--- config.mk ---
export PLATFORM = sky130hd
export DESIGN_NAME = pwm_speed_ctrl
export DESIGN_NICKNAME = d
export VERILOG_FILES = /design/src/rtl/pwm_ctrl_pkg.sv /design/src/rtl/pwm_btn_debounce.sv /design/src/rtl/pwm_speed_ctrl.sv
export SDC_FILE = /design/constraint.sdc
export NUM_CORES = 1
export LEC_CHECK = 0
export ABC_AREA = 0
export CAP_MARGIN = 25
export CORE_AREA = 2 2 121 123
export CTS_BUF_LIST = sky130_fd_sc_hd__clkbuf_2
export CTS_CLUSTER_DIAMETER = 80
export CTS_CLUSTER_SIZE = 16
export DETAILED_ROUTE_END_ITERATION = 7
export DIE_AREA = 0 0 123 125
export PLACE_DENSITY = 0.37
export REMOVE_ABC_BUFFERS = 1
export SKIP_CTS_REPAIR_TIMING = 1
export SYNTH_ARGS = -nofsm -noshare
export SYNTH_HDL_FRONTEND = slang
export SYNTH_SLANG_ARGS = --single-unit
--- constraint.sdc ---
create_clock -name clk -period 5.51 [get_ports clk]
set_clock_uncertainty 0.05 [all_clocks]
set_input_delay 1.3775 -clock clk [delete_from_list [all_inputs] [get_ports clk]]
set_output_delay 1.3775 -clock clk [all_outputs]
set_load 0.005 [all_outputs]
--- src/rtl/pwm_ctrl_pkg.sv ---
// Shared widths, limits and debouncer state encoding for the PWM operator-input stage.
// Also holds the one-step slew helper that moves speed toward target.
package pwm_ctrl_pkg;

  localparam int SPEED_W = 3;
  localparam logic [SPEED_W-1:0] SPEED_MAX = 3'd7;
  localparam int DB_CNT_W = 16;

  typedef enum logic [1:0] {
    DB_IDLE,
    DB_PRESS_WAIT,
    DB_HELD,
    DB_RELEASE_WAIT
  } db_state_t;

  function automatic logic [SPEED_W-1:0] step_toward(input logic [SPEED_W-1:0] cur,
                                                     input logic [SPEED_W-1:0] tgt);
    if (tgt > cur)      return cur + SPEED_W'(1);
    else if (tgt < cur) return cur - SPEED_W'(1);
    else                return cur;
  endfunction

endpackage

--- src/rtl/pwm_btn_debounce.sv ---
// Button conditioner: 2-flop sync + stability debounce; press pulse 2+DB_CYCLES cycles after raw edge.
// No backpressure: press is a single-cycle strobe, level is the accepted debounced state.
module pwm_btn_debounce
  import pwm_ctrl_pkg::*;
#(
  parameter int DB_CYCLES = 50000
) (
  input  logic clk,
  input  logic rst_n,
  input  logic btn,
  output logic level,
  output logic press
);

  localparam logic [DB_CNT_W-1:0] CNT_LAST = DB_CNT_W'(DB_CYCLES - 1);

  logic [1:0]          sync;
  logic                lvl;
  db_state_t           state, state_nxt;
  logic [DB_CNT_W-1:0] cnt, cnt_nxt;

  assign lvl = sync[1];

  always_ff @(posedge clk or negedge rst_n) begin
    if (!rst_n) begin
      sync  <= '0;
      state <= DB_IDLE;
      cnt   <= '0;
    end else begin
      sync  <= {sync[0], btn};
      state <= state_nxt;
      cnt   <= cnt_nxt;
    end
  end

  // Press pulse is Mealy: it fires in the cycle the FSM commits to HELD.
  always_comb begin
    state_nxt = state;
    cnt_nxt   = cnt;
    press     = 1'b0;
    case (state)
      DB_IDLE: begin
        cnt_nxt = '0;
        if (lvl) state_nxt = DB_PRESS_WAIT;
      end
      DB_PRESS_WAIT: begin
        if (!lvl) begin
          state_nxt = DB_IDLE;
          cnt_nxt   = '0;
        end else if (cnt == CNT_LAST) begin
          state_nxt = DB_HELD;
          cnt_nxt   = '0;
          press     = 1'b1;
        end else begin
          cnt_nxt = cnt + DB_CNT_W'(1);
        end
      end
      DB_HELD: begin
        cnt_nxt = '0;
        if (!lvl) state_nxt = DB_RELEASE_WAIT;
      end
      DB_RELEASE_WAIT: begin
        if (lvl) begin
          state_nxt = DB_HELD;
          cnt_nxt   = '0;
        end else if (cnt == CNT_LAST) begin
          state_nxt = DB_IDLE;
          cnt_nxt   = '0;
        end else begin
          cnt_nxt = cnt + DB_CNT_W'(1);
        end
      end
      default: begin
        state_nxt = DB_IDLE;
        cnt_nxt   = '0;
      end
    endcase
  end

  assign level = (state == DB_HELD) || (state == DB_RELEASE_WAIT);

endmodule

--- src/rtl/pwm_speed_ctrl.sv ---
// Operator input for the PWM core: debounced up/dn/run -> saturating target, slewed speed, run toggle.
// PWM_SPEED_RAMP_EN: speed steps toward target every RAMP_DIV cycles; otherwise speed = target delayed 1 cycle.
module pwm_speed_ctrl
  import pwm_ctrl_pkg::*;
#(
  parameter int                 DB_CYCLES  = 50000,
  parameter int                 RAMP_DIV   = 500000,
  parameter logic [SPEED_W-1:0] SPEED_INIT = 3'd0
) (
  input  logic               clk,
  input  logic               rst_n,
  input  logic               btn_up,
  input  logic               btn_dn,
  input  logic               btn_run,
  output logic [SPEED_W-1:0] speed,
  output logic               pwm_en,
  output logic [SPEED_W-1:0] target,
  output logic               busy
);

  logic       up_p, dn_p, run_p;
  logic [2:0] unused_lvl;

  pwm_btn_debounce #(.DB_CYCLES(DB_CYCLES)) u_db_up (
    .clk(clk), .rst_n(rst_n), .btn(btn_up),  .level(unused_lvl[0]), .press(up_p)
  );
  pwm_btn_debounce #(.DB_CYCLES(DB_CYCLES)) u_db_dn (
    .clk(clk), .rst_n(rst_n), .btn(btn_dn),  .level(unused_lvl[1]), .press(dn_p)
  );
  pwm_btn_debounce #(.DB_CYCLES(DB_CYCLES)) u_db_run (
    .clk(clk), .rst_n(rst_n), .btn(btn_run), .level(unused_lvl[2]), .press(run_p)
  );

  // Simultaneous up and down cancel out.
  always_ff @(posedge clk or negedge rst_n) begin
    if (!rst_n) begin
      target <= SPEED_INIT;
      pwm_en <= 1'b0;
    end else begin
      if (up_p && !dn_p && target != SPEED_MAX)
        target <= target + SPEED_W'(1);
      else if (dn_p && !up_p && target != '0)
        target <= target - SPEED_W'(1);
      if (run_p)
        pwm_en <= ~pwm_en;
    end
  end

`ifdef PWM_SPEED_RAMP_EN
  localparam int RAMP_W = (RAMP_DIV > 1) ? $clog2(RAMP_DIV) : 1;
  localparam logic [RAMP_W-1:0] RAMP_LAST = RAMP_W'(RAMP_DIV - 1);

  logic [RAMP_W-1:0] ramp_cnt;

  // Ramp phase survives target changes; direction is picked fresh at each wrap.
  always_ff @(posedge clk or negedge rst_n) begin
    if (!rst_n) begin
      ramp_cnt <= '0;
      speed    <= SPEED_INIT;
    end else if (speed == target) begin
      ramp_cnt <= '0;
    end else if (ramp_cnt == RAMP_LAST) begin
      ramp_cnt <= '0;
      speed    <= step_toward(speed, target);
    end else begin
      ramp_cnt <= ramp_cnt + RAMP_W'(1);
    end
  end
`else
  logic unused_ramp;
  assign unused_ramp = (RAMP_DIV > 0);

  always_ff @(posedge clk or negedge rst_n) begin
    if (!rst_n) speed <= SPEED_INIT;
    else        speed <= target;
  end
`endif

  assign busy = (speed != target);

endmodule
==> flow_metrics.env, run 1 <==
export IMPL_vias_per_cell=4.389
export IMPL_grt_overflow=0
export IMPL_synth_xor_area_share_pct=11.31
export IMPL_fin_total_pwr_uw=870.3
export IMPL_grt_pass1_vias=2275
export IMPL_via_count=2300
export IMPL_ys_ff_latch=67
export IMPL_post_place_ws_ps=2765
export IMPL_p_sw_uw=218.2
export IMPL_period_share_pct=60.70
export IMPL_final_util_pct=26.44
export IMPL_cts_tree="yes"
export IMPL_finalHoldViolCount=0
export IMPL_ctsRootBufferMaster="clkbuf_2"
export IMPL_hold_path_class="reg2reg"
export IMPL_initialDrtViolationCount=125
export IMPL_synth_enable_flop_cells=0
export IMPL_synth_compound_area_share_pct=5.656
export IMPL_synthMuxAreaShare_pct=1.659
export IMPL_synth_fa_ha_area_share_pct=1.735
export IMPL_cp_max_fo=13
export IMPL_synth_top_family_by_area="simple AND/OR/NAND/NOR gates"
export IMPL_wl_um=6560
export IMPL_drive_above_1_share_pct=9.412
export IMPL_cp_end_kind="output pin"
export IMPL_grt_usage_pct=9.606
export IMPL_netlist_instances=321
export IMPL_clock_latency_ps=550
export IMPL_die_w_um=123
export IMPL_ys_seq_area_share_pct=50.53
export IMPL_p_int_uw=652.1
export IMPL_initial_core_util_pct=23.36
export IMPL_placed_area_um2=3617
export IMPL_ant_nets=0
export IMPL_whs_ps=321.9
export IMPL_htree_levels=3
export IMPL_synth_top_area_share_pct=50.53
export IMPL_synth_distinct_cells=53
export IMPL_synthTopCellsByArea="dfrtp_1, xnor2_1, nor2_1"
export IMPL_setup_slack_ps=2166
export IMPL_tns_ps=0
export IMPL_portBuffers=12
export IMPL_relSlewSlack_pct=52.74
export IMPL_route_detailed_drc=0
export IMPL_max_stage_delay_ps=640
export IMPL_powerDensity_nw_per_um2=231.8
export IMPL_gp_congestion=0.7345
export IMPL_timing_max_cap_violations=0
export IMPL_critPathArrivalTime_ps=1920
export IMPL_synthToLayoutAreaGrowth_pct=13.16
export IMPL_p_sw_share_pct=25.07
export IMPL_grt_pass1_wl_um=11340
export IMPL_path_cells="xnor2_1 > nand3_1 > clkdlybuf4s50_1"
export IMPL_cts_buffers_inserted=9
export IMPL_clk_pin_slew_ps=200
export IMPL_leakage_nw=1.503
export IMPL_die_area_um2=15380
export IMPL_cpMaxStageDelayCell="dfrtp_1"
export IMPL_syn_avg_cell_area_um2=10.34
export IMPL_cts_sink_count=67
export IMPL_pwr_share_clk_pct=39.4
export IMPL_pin_count=13
export IMPL_place_inst=508
export IMPL_drt_first_pass_iters=6
export IMPL_ys_async_sr_fraction_pct=100.0
export IMPL_hpwl_um=4331
export IMPL_nets=344
export IMPL_diodes=0
export IMPL_grt_max_degree=40
export IMPL_outcome="complete, no violations"
export IMPL_seq_power_share_pct=57.7
export IMPL_synthFlopType="dfrtp_1"
export IMPL_ys_warn_count=0
export IMPL_wl_per_cell_um=12.52
export IMPL_vdd_drop_max_v=0.00007692
export IMPL_worst_ep_required_time_ps=4080
export IMPL_synth_area_um2=3318
export IMPL_path_class="reg2out"
export IMPL_core_area_um2=14200
export IMPL_p_comb_share_pct=2.9
export IMPL_cts_buffer_depth=2
export IMPL_period_minus_slack_ps=3344
export IMPL_antenna_found_initial=0
export IMPL_setup_worst_path_start_class="flip-flop"
export IMPL_setup_viol=0
export IMPL_synth_simple_area_share_pct=26.36
export IMPL_rows=44
export IMPL_synth_top_cell_by_area="dfrtp_1"
export IMPL_worst_pin_slew_ps=708.8
export IMPL_rsz0062_at_grt="false"
export IMPL_die_y_um=125
export IMPL_fin_cells=524
export IMPL_fin_area_um2=3755
export IMPL_max_freq_mhz=299.0
export IMPL_critical_path_top_delay_family="flip-flops"
export IMPL_slew_viol_final=0
export IMPL_fillerInstances=1504
export IMPL_critPathBufInv=1
sequential cells by signal (all words and copies together) (netlist names), named ones only:
signal          count
speed               3
u_db_up.sync        2
u_db_run.state      1
u_db_dn.sync        2
target              3
u_db_dn.state       1
u_db_up.cnt        16
u_db_dn.cnt        16
pwm_en              1
u_db_run.cnt       16
u_db_up.state       1
u_db_run.sync       2
cells in the final DEF (no fill, tap or decap), types with 3 or more instances in the layout:
master,count
a21oi_1,9
and2_1,3
and3_1,7
and4_1,6
clkbuf_2,9
clkdlybuf4s50_1,11
dfrtp_1,67
ha_1,3
inv_1,10
mux2_2,3
nand2_1,17
nand3_1,24
nand4_1,11
nor2_1,48
nor2b_1,3
nor3_1,7
o21ai_0,8
or3_1,7
xnor2_1,22
xor2_1,19
path summary, 6_finish.rpt:
path	from	end	slack [ps]	cells past startpoint
max in group asynchronous	rst_n	u_db_up.cnt[15]$_DFF_PN0_	3630	2
hold reg to reg	u_db_up.sync[0]$_DFF_PN0_	u_db_up.sync[1]$_DFF_PN0_	320	0
hold / removal	u_db_up.sync[0]$_DFF_PN0_	u_db_up.sync[1]$_DFF_PN0_	320	0
min in group asynchronous	rst_n	u_db_dn.cnt[14]$_DFF_PN0_	790	1
setup reg to reg	u_db_up.cnt[0]$_DFF_PN0_	target[2]$_DFFE_PN0P_	2870	10
setup / recovery	target[0]$_DFFE_PN0P_	busy	2170	3
synth_stat cells (all sizes together), types with 6 or more instances:
library cell	n
o21ai	8
xnor2	23
nand3	24
or3	7
and4	6
and3	7
a21oi	9
xor2	19
nand4	11
nor3	7
buf	6
dfrtp	67
nor2	48
nand2	17
inv	10
cell families (layout without fill, tap and decap cells):
| kind of cell | Yosys count | count (layout) |
|---|---|---|
| and+or+nand+nor | 155 | 155 |
| muxes | 5 | 5 |
| xor gates and xnor gates | 42 | 42 |
| buffers and inverters | 20 | 39 |
| adders and majority gates | 4 | 4 |
| DFF | 67 | 67 |
| AOI/OAI and AO/OA | 28 | 28 |
area by class of cell:
class / instances / area (um2) / share of cell area (%)
Sequential cell: 67 / 1677 / 44.65
Clock inverter: 7 / 92.59 / 2.466
Inverter: 10 / 37.54 / 0.9997
Tap cell: 184 / 230.2 / 6.131
Clock buffer: 9 / 45.04 / 1.200
Timing Repair Buffer: 13 / 122.6 / 3.266
Multi-Input combinational cell: 234 / 1550 / 41.29
power by group through the flow:
stage | sequential [mW] | clock (mW) | combinational (mW)
2_1_floorplan | 0.510 | 0 | 0.00944
3_3_place_gp | 0.511 | 0 | 0.0272
3_5_place_dp | 0.511 | 0 | 0.0270
4_1_cts | 0.503 | 0.369 | 0.0270
5_1_grt | 0.504 | 0.390 | 0.0305
6_report | 0.502 | 0.343 | 0.0253
layer usage:
metal | track usage, % | wire (um) | share of wire [%] | vias up
met1 | 12.45 | 3175 | 48 | 1120
met5 | 0 | 0 | 0 | -
met2 | 14.17 | 3001 | 46 | 21
li1 | - | - | - | 1149
met3 | 3.558 | 236 | 3.6 | 10
met4 | 4.412 | 147 | 2.2 | 0
worst reg2reg max path: stages, from the launching register on:
cell,delay [ps]
dfrtp_1,410
ha_1,190
and3_1,280
nand2_1,80
nor4_1,210
and4_1,230
o311ai_0,170
fa_1,500
and3_1,220
a21oi_1,140
o211ai_2,80
Power figures use the tool's default switching activity.
==> inputs of run 2 (changes only) <==
==> constraint.sdc (replaced) <==
create_clock -name clk -period 3.5 [get_ports clk]
set_clock_uncertainty 0.05 [all_clocks]
set_input_delay 0.875 -clock clk [delete_from_list [all_inputs] [get_ports clk]]
set_output_delay 0.875 -clock clk [all_outputs]
set_load 0.005 [all_outputs]
==> run 2 against run 1 <==
Final cell count is 0.19% higher. Clock power is 33% higher. Via count is 1.1% lower. Global-route usage is 0.18 points higher. Die area stayed put. Wire length is 0.35% higher. Sequential cell count stayed put. First-iteration DRC count is 8.8% higher. Worst setup slack worse by 1500 ps. Non-clock buffer count is 1 higher. Critical path depth stayed put. Critical endpoint unchanged.
==> flow_metrics.env, run 2 (same netlist as run 1, synthesis figures left out) <==
export IMPL_p_sw_uw=333.3
export IMPL_period_minus_slack_ps=2830
export IMPL_via_count=2274
export IMPL_wl_um=6583
export IMPL_wl_per_cell_um=12.54
export IMPL_grt_pass1_wl_um=11730
export IMPL_drive_above_1_share_pct=9.971
export IMPL_p_comb_share_pct=3.4
export IMPL_synthToLayoutAreaGrowth_pct=13.05
export IMPL_ff2ff_setup_slack_ps=880
export IMPL_r2r_cells=10
export IMPL_powerDensity_nw_per_um2=344.2
export IMPL_portBuffers=12
export IMPL_die_area_um2=15380
export IMPL_grt_max_degree=68
export IMPL_timing_max_cap_violations=0
export IMPL_cts_tree="yes"
export IMPL_path_class="reg2out"
export IMPL_period_share_pct=80.87
export IMPL_diodes=0
export IMPL_critPathArrivalTime_ps=1910
export IMPL_grt_pass1_vias=2324
export IMPL_p_sw_share_pct=25.82
export IMPL_grt_usage_pct=9.785
export IMPL_final_util_pct=26.41
export IMPL_p_int_uw=957.7
export IMPL_antenna_found_initial=0
export IMPL_ant_nets=0
export IMPL_cts_buffer_depth=2
export IMPL_pwr_share_clk_pct=35.4
export IMPL_clock_latency_ps=550
export IMPL_cts_sink_count=67
export IMPL_final_cell_mix="dfrtp_1, nor2_1, nand3_1"
export IMPL_finalHoldViolCount=0
export IMPL_setup_viol=0
export IMPL_cp_max_fo=13
export IMPL_initial_core_util_pct=23.36
export IMPL_die_w_um=123
export IMPL_core_area_um2=14200
export IMPL_rsz0062_at_grt="false"
export IMPL_setup_worst_path_start_class="flip-flop"
export IMPL_outcome="complete, no violations"
export IMPL_ctsRootBufferMaster="clkbuf_2"
export IMPL_nets=345
export IMPL_vdd_drop_max_v=0.0001434
export IMPL_pin_count=13
export IMPL_leakage_nw=1.507
export IMPL_holdPathStages=0
export IMPL_grt_overflow=0
export IMPL_seq_power_share_pct=61.2
export IMPL_cp_end_kind="output pin"
export IMPL_htree_levels=3
export IMPL_drt_first_pass_iters=4
export IMPL_relSlewSlack_pct=56.58
export IMPL_rows=44
export IMPL_die_y_um=125
export IMPL_initialDrtViolationCount=136
export IMPL_route_detailed_drc=0
export IMPL_vias_per_cell=4.331
export IMPL_reg_top3="u_db_dn.cnt (16), u_db_run.cnt (16), u_db_up.cnt (16)"
export IMPL_tns_ps=0
export IMPL_hpwl_um=4351
export IMPL_r2r_end="target[2]$_DFFE_PN0P_"
export IMPL_cts_buffers_inserted=9
export IMPL_slew_viol_final=0
export IMPL_gp_congestion=0.7316
export IMPL_holdPathEnd="u_db_run.sync[1]$_DFF_PN0_"
export IMPL_hold_path_class="reg2reg"
export IMPL_hold_start="u_db_run.sync[0]$_DFF_PN0_"
export IMPL_clk_pin_slew_ps=190
export IMPL_whs_ps=323.7
export IMPL_worst_pin_slew_ps=649.4
export IMPL_final_common_cell="dfrtp_1"
export IMPL_rr_startpoint="u_db_up.cnt[0]$_DFF_PN0_"
export IMPL_max_freq_mhz=353.3
export IMPL_worst_ep_required_time_ps=2570
## run 2: cell types whose count changed in the layout (fill, tap and decap cells not counted), sizes merged
| cell | before | now |
|---|---|---|
| bufinv | 2 | 1 |
| buf | 2 | 3 |
| clkbuf | 9 | 10 |
## run 2: metrics by stage
stage	total power, mW	instances	cell area (um2)	setup slack (ps)
finish	1.291	525	3751	669.6
global route	1.364	525	3751	515.2
CTS	1.325	524	3724	581.9
detailed placement	0.8468	508	3617	868.5
global placement	0.8472	508	3617	929.3
floorplan	0.8175	311	3264	1097
## run 2: layout make-up
cell class / instances / area [um2]
inverters: 10 / 37.54
fillers: 1511 / 10450
clock buffers: 10 / 50.05
flip-flops and latches: 67 / 1677
clock inverters: 6 / 56.30
well taps: 184 / 230.2
repair buffers: 14 / 150.1
multi-input cells: 234 / 1550
## run 2: worst max path at each step
stage                                   startpoint                     to  slack [ps]  cells past startpoint
after floorplan           u_db_up.cnt[0]$_DFF_PN0_  target[2]$_DFFE_PN0P_        1100                     10
after global placement    u_db_up.cnt[0]$_DFF_PN0_  target[2]$_DFFE_PN0P_         930                     10
after detailed placement  u_db_up.cnt[0]$_DFF_PN0_  target[2]$_DFFE_PN0P_         870                     10
after CTS                    target[0]$_DFFE_PN0P_                   busy         580                      3
after global routing         target[0]$_DFFE_PN0P_                   busy         520                      3
final                        target[0]$_DFFE_PN0P_                   busy         670                      3
## run 2: power by group through the flow
stage	Combinational, mW	Sequential, mW	Clock [mW]
finish	0.0435	0.790	0.457
CTS	0.0426	0.791	0.491
detailed placement	0.0422	0.805	0
global placement	0.0429	0.804	0
floorplan	0.0149	0.803	0
global route	0.0528	0.793	0.519
## run 2: per-layer routing
metal	part of all wire [%]	vias up	track usage, %
met5	0	-	0
met4	2.2	0	4.412
met3	3.3	13	3.741
met2	43	18	13.81
met1	51	1091	13.19
li1	-	1152	-
## run 2: critical path, cell delays in order, from the launching register on
cell,delay (ps)
dfrtp_1,660
xnor2_1,130
nand3_1,90
clkdlybuf4s50_1,490
==> inputs of run 3 (changes only) <==
==> constraint.sdc (replaced) <==
create_clock -name clk -period 2.85 [get_ports clk]
set_clock_uncertainty 0.05 [all_clocks]
set_input_delay 0.7125 -clock clk [delete_from_list [all_inputs] [get_ports clk]]
set_output_delay 0.7125 -clock clk [all_outputs]
set_load 0.005 [all_outputs]
==> run 3 against run 2 <==
Final cell count grew 0.19%. Power grew 28%. Sequential power grew 23%. Clock-buffer cell count shrank 1. Sequential cell count is the same. Combinational power grew 16%. Wire length shrank 0.17%. Non-clock buffer count grew 2. Critical path type unchanged. Critical endpoint unchanged. Largest power group unchanged. Highest routed layer unchanged.
==> flow_metrics.env, run 3 (same netlist as run 1, synthesis figures left out) <==
export IMPL_outcome="complete, no violations"
export IMPL_synthToLayoutAreaGrowth_pct=13.65
export IMPL_rsz0062_at_grt="false"
export IMPL_placed_area_um2=3632
export IMPL_final_util_pct=26.55
export IMPL_ff2ff_setup_slack_ps=340
export IMPL_worst_ep_required_time_ps=2090
export IMPL_tns_ps=0
export IMPL_drt_first_pass_iters=4
export IMPL_ctsRootBufferMaster="clkbuf_2"
export IMPL_rr_startpoint="u_db_dn.cnt[10]$_DFF_PN0_"
export IMPL_max_stage_delay_ps=670
export IMPL_htree_levels=3
export IMPL_die_y_um=125
export IMPL_cp_end_kind="output pin"
export IMPL_cp_max_fo=13
export IMPL_reg_top3="u_db_dn.cnt (16), u_db_run.cnt (16), u_db_up.cnt (16)"
export IMPL_worst_pin_slew_ps=613.1
export IMPL_clock_latency_ps=540
export IMPL_core_area_um2=14200
export IMPL_initialDrtViolationCount=112
export IMPL_final_cell_mix="dfrtp_1, nor2_1, nand3_1"
export IMPL_leakage_nw=1.515
export IMPL_die_area_um2=15380
export IMPL_r2r_end="target[1]$_DFFE_PN0P_"
export IMPL_final_common_cell="dfrtp_1"
export IMPL_timing_max_cap_violations=0
export IMPL_drive_above_1_share_pct=10.23
export IMPL_route_detailed_drc=0
export IMPL_hpwl_um=4509
export IMPL_diodes=0
export IMPL_fillerInstances=1512
export IMPL_r2r_cells=8
export IMPL_grt_overflow=0
export IMPL_startpoint="target[0]$_DFFE_PN0P_"
export IMPL_relSlewSlack_pct=59.01
export IMPL_grt_usage_pct=9.670
export IMPL_grt_pass1_wl_um=11560
export IMPL_slew_viol_final=0
export IMPL_vias_per_cell=4.462
export IMPL_clk_pin_slew_ps=200
export IMPL_cts_buffer_depth=2
export IMPL_place_inst=510
export IMPL_grt_pass1_vias=2367
export IMPL_vdd_drop_max_v=0.0002035
export IMPL_powerDensity_nw_per_um2=439.6
export IMPL_rows=44
export IMPL_via_count=2347
export IMPL_grt_max_degree=30
export IMPL_antenna_found_initial=0
export IMPL_path_cells="xnor2_1 > nand3_1 > clkdlybuf4s50_1"
export IMPL_cp_endpoint="busy"
export IMPL_cts_buffers_inserted=9
export IMPL_cts_tree="yes"
export IMPL_initial_core_util_pct=23.36
export IMPL_whs_ps=324.6
export IMPL_fin_cells=526
export IMPL_setup_worst_path_start_class="flip-flop"
export IMPL_critPathArrivalTime_ps=1920
export IMPL_pin_count=13
export IMPL_period_minus_slack_ps=2684
export IMPL_die_w_um=123
export IMPL_cpMaxStageDelayCell="dfrtp_1"
export IMPL_wl_per_cell_um=12.49
export IMPL_max_freq_mhz=372.5
export IMPL_cts_sink_count=67
export IMPL_wl_um=6572
export IMPL_fin_area_um2=3771
export IMPL_ant_nets=0
export IMPL_gp_congestion=0.7392
export IMPL_path_class="reg2out"
export IMPL_nets=347
export IMPL_hold_path_class="reg2reg"
export IMPL_period_share_pct=94.19
export IMPL_setup_viol=0
export IMPL_finalHoldViolCount=0
export IMPL_portBuffers=12
[run 3: cell types whose count changed in the layout (fill, tap and decap cells not counted)]
cell	change
buf_16	-1
fa_2	+1
clkbuf_2	-1
bufinv_16	+1
o311ai_1	+1
buf_4	+2
dlygate4sd3_1	+1
clkinv_2	-1
o311ai_0	-1
fa_1	-1
[run 3: power by group]
group,switching (mW),leakage (nW),internal [mW],total (mW)
Clock,0.357,0.0752,0.279,0.637
Combinational,0.0371,0.527,0.0134,0.0505
Sequential,0.00864,0.912,0.962,0.971
[run 3: layout make-up]
| class | instances | area [um2] | share of cell area, % |
|---|---|---|---|
| Clock buffer | 9 | 45.04 | 1.194 |
| Clock inverter | 6 | 81.33 | 2.157 |
| Inverter | 10 | 37.54 | 0.9954 |
| Multi-Input combinational cell | 234 | 1553 | 41.17 |
| Sequential cell | 67 | 1677 | 44.46 |
| Tap cell | 184 | 230.2 | 6.105 |
| Timing Repair Buffer | 16 | 147.6 | 3.915 |
[run 3: per-layer routing]
layer	vias to the layer above	routed length, um	track usage (%)
met3	18	206	2.783
met4	0	211	6.083
met1	1145	3199	12.78
met2	27	2954	13.75
li1	1157	-	-
met5	-	0	0
[run 3: worst min path at each step]
| stage | slack, ps | startpoint | cells past startpoint | to |
|---|---|---|---|---|
| after floorplan | 280 | u_db_dn.sync[0]$_DFF_PN0_ | 0 | u_db_dn.sync[1]$_DFF_PN0_ |
| after global placement | 280 | u_db_up.sync[0]$_DFF_PN0_ | 0 | u_db_up.sync[1]$_DFF_PN0_ |
| after detailed placement | 280 | u_db_run.sync[0]$_DFF_PN0_ | 0 | u_db_run.sync[1]$_DFF_PN0_ |
| after CTS | -40 | rst_n | 1 | u_db_dn.cnt[13]$_DFF_PN0_ |
| after global routing | 340 | u_db_run.sync[0]$_DFF_PN0_ | 0 | u_db_run.sync[1]$_DFF_PN0_ |
| final | 320 | u_db_up.sync[0]$_DFF_PN0_ | 0 | u_db_up.sync[1]$_DFF_PN0_ |
[run 3: worst max-delay path, delay by kind of cell (launching register included)]
family | cells | cell delay (ps)
buf+inv | 1 | 490
flops | 1 | 670
xor+xnor | 1 | 130
simple gates | 1 | 90
[run 3: through the flow]
step           total power [mW]  setup WS, ps
6_report                  1.658         165.6
3_3_place_gp              1.041         274.1
5_1_grt                   1.739         2.555
4_1_cts                   1.700         98.67
3_5_place_dp              1.041         193.8
2_1_floorplan             1.004         447.0
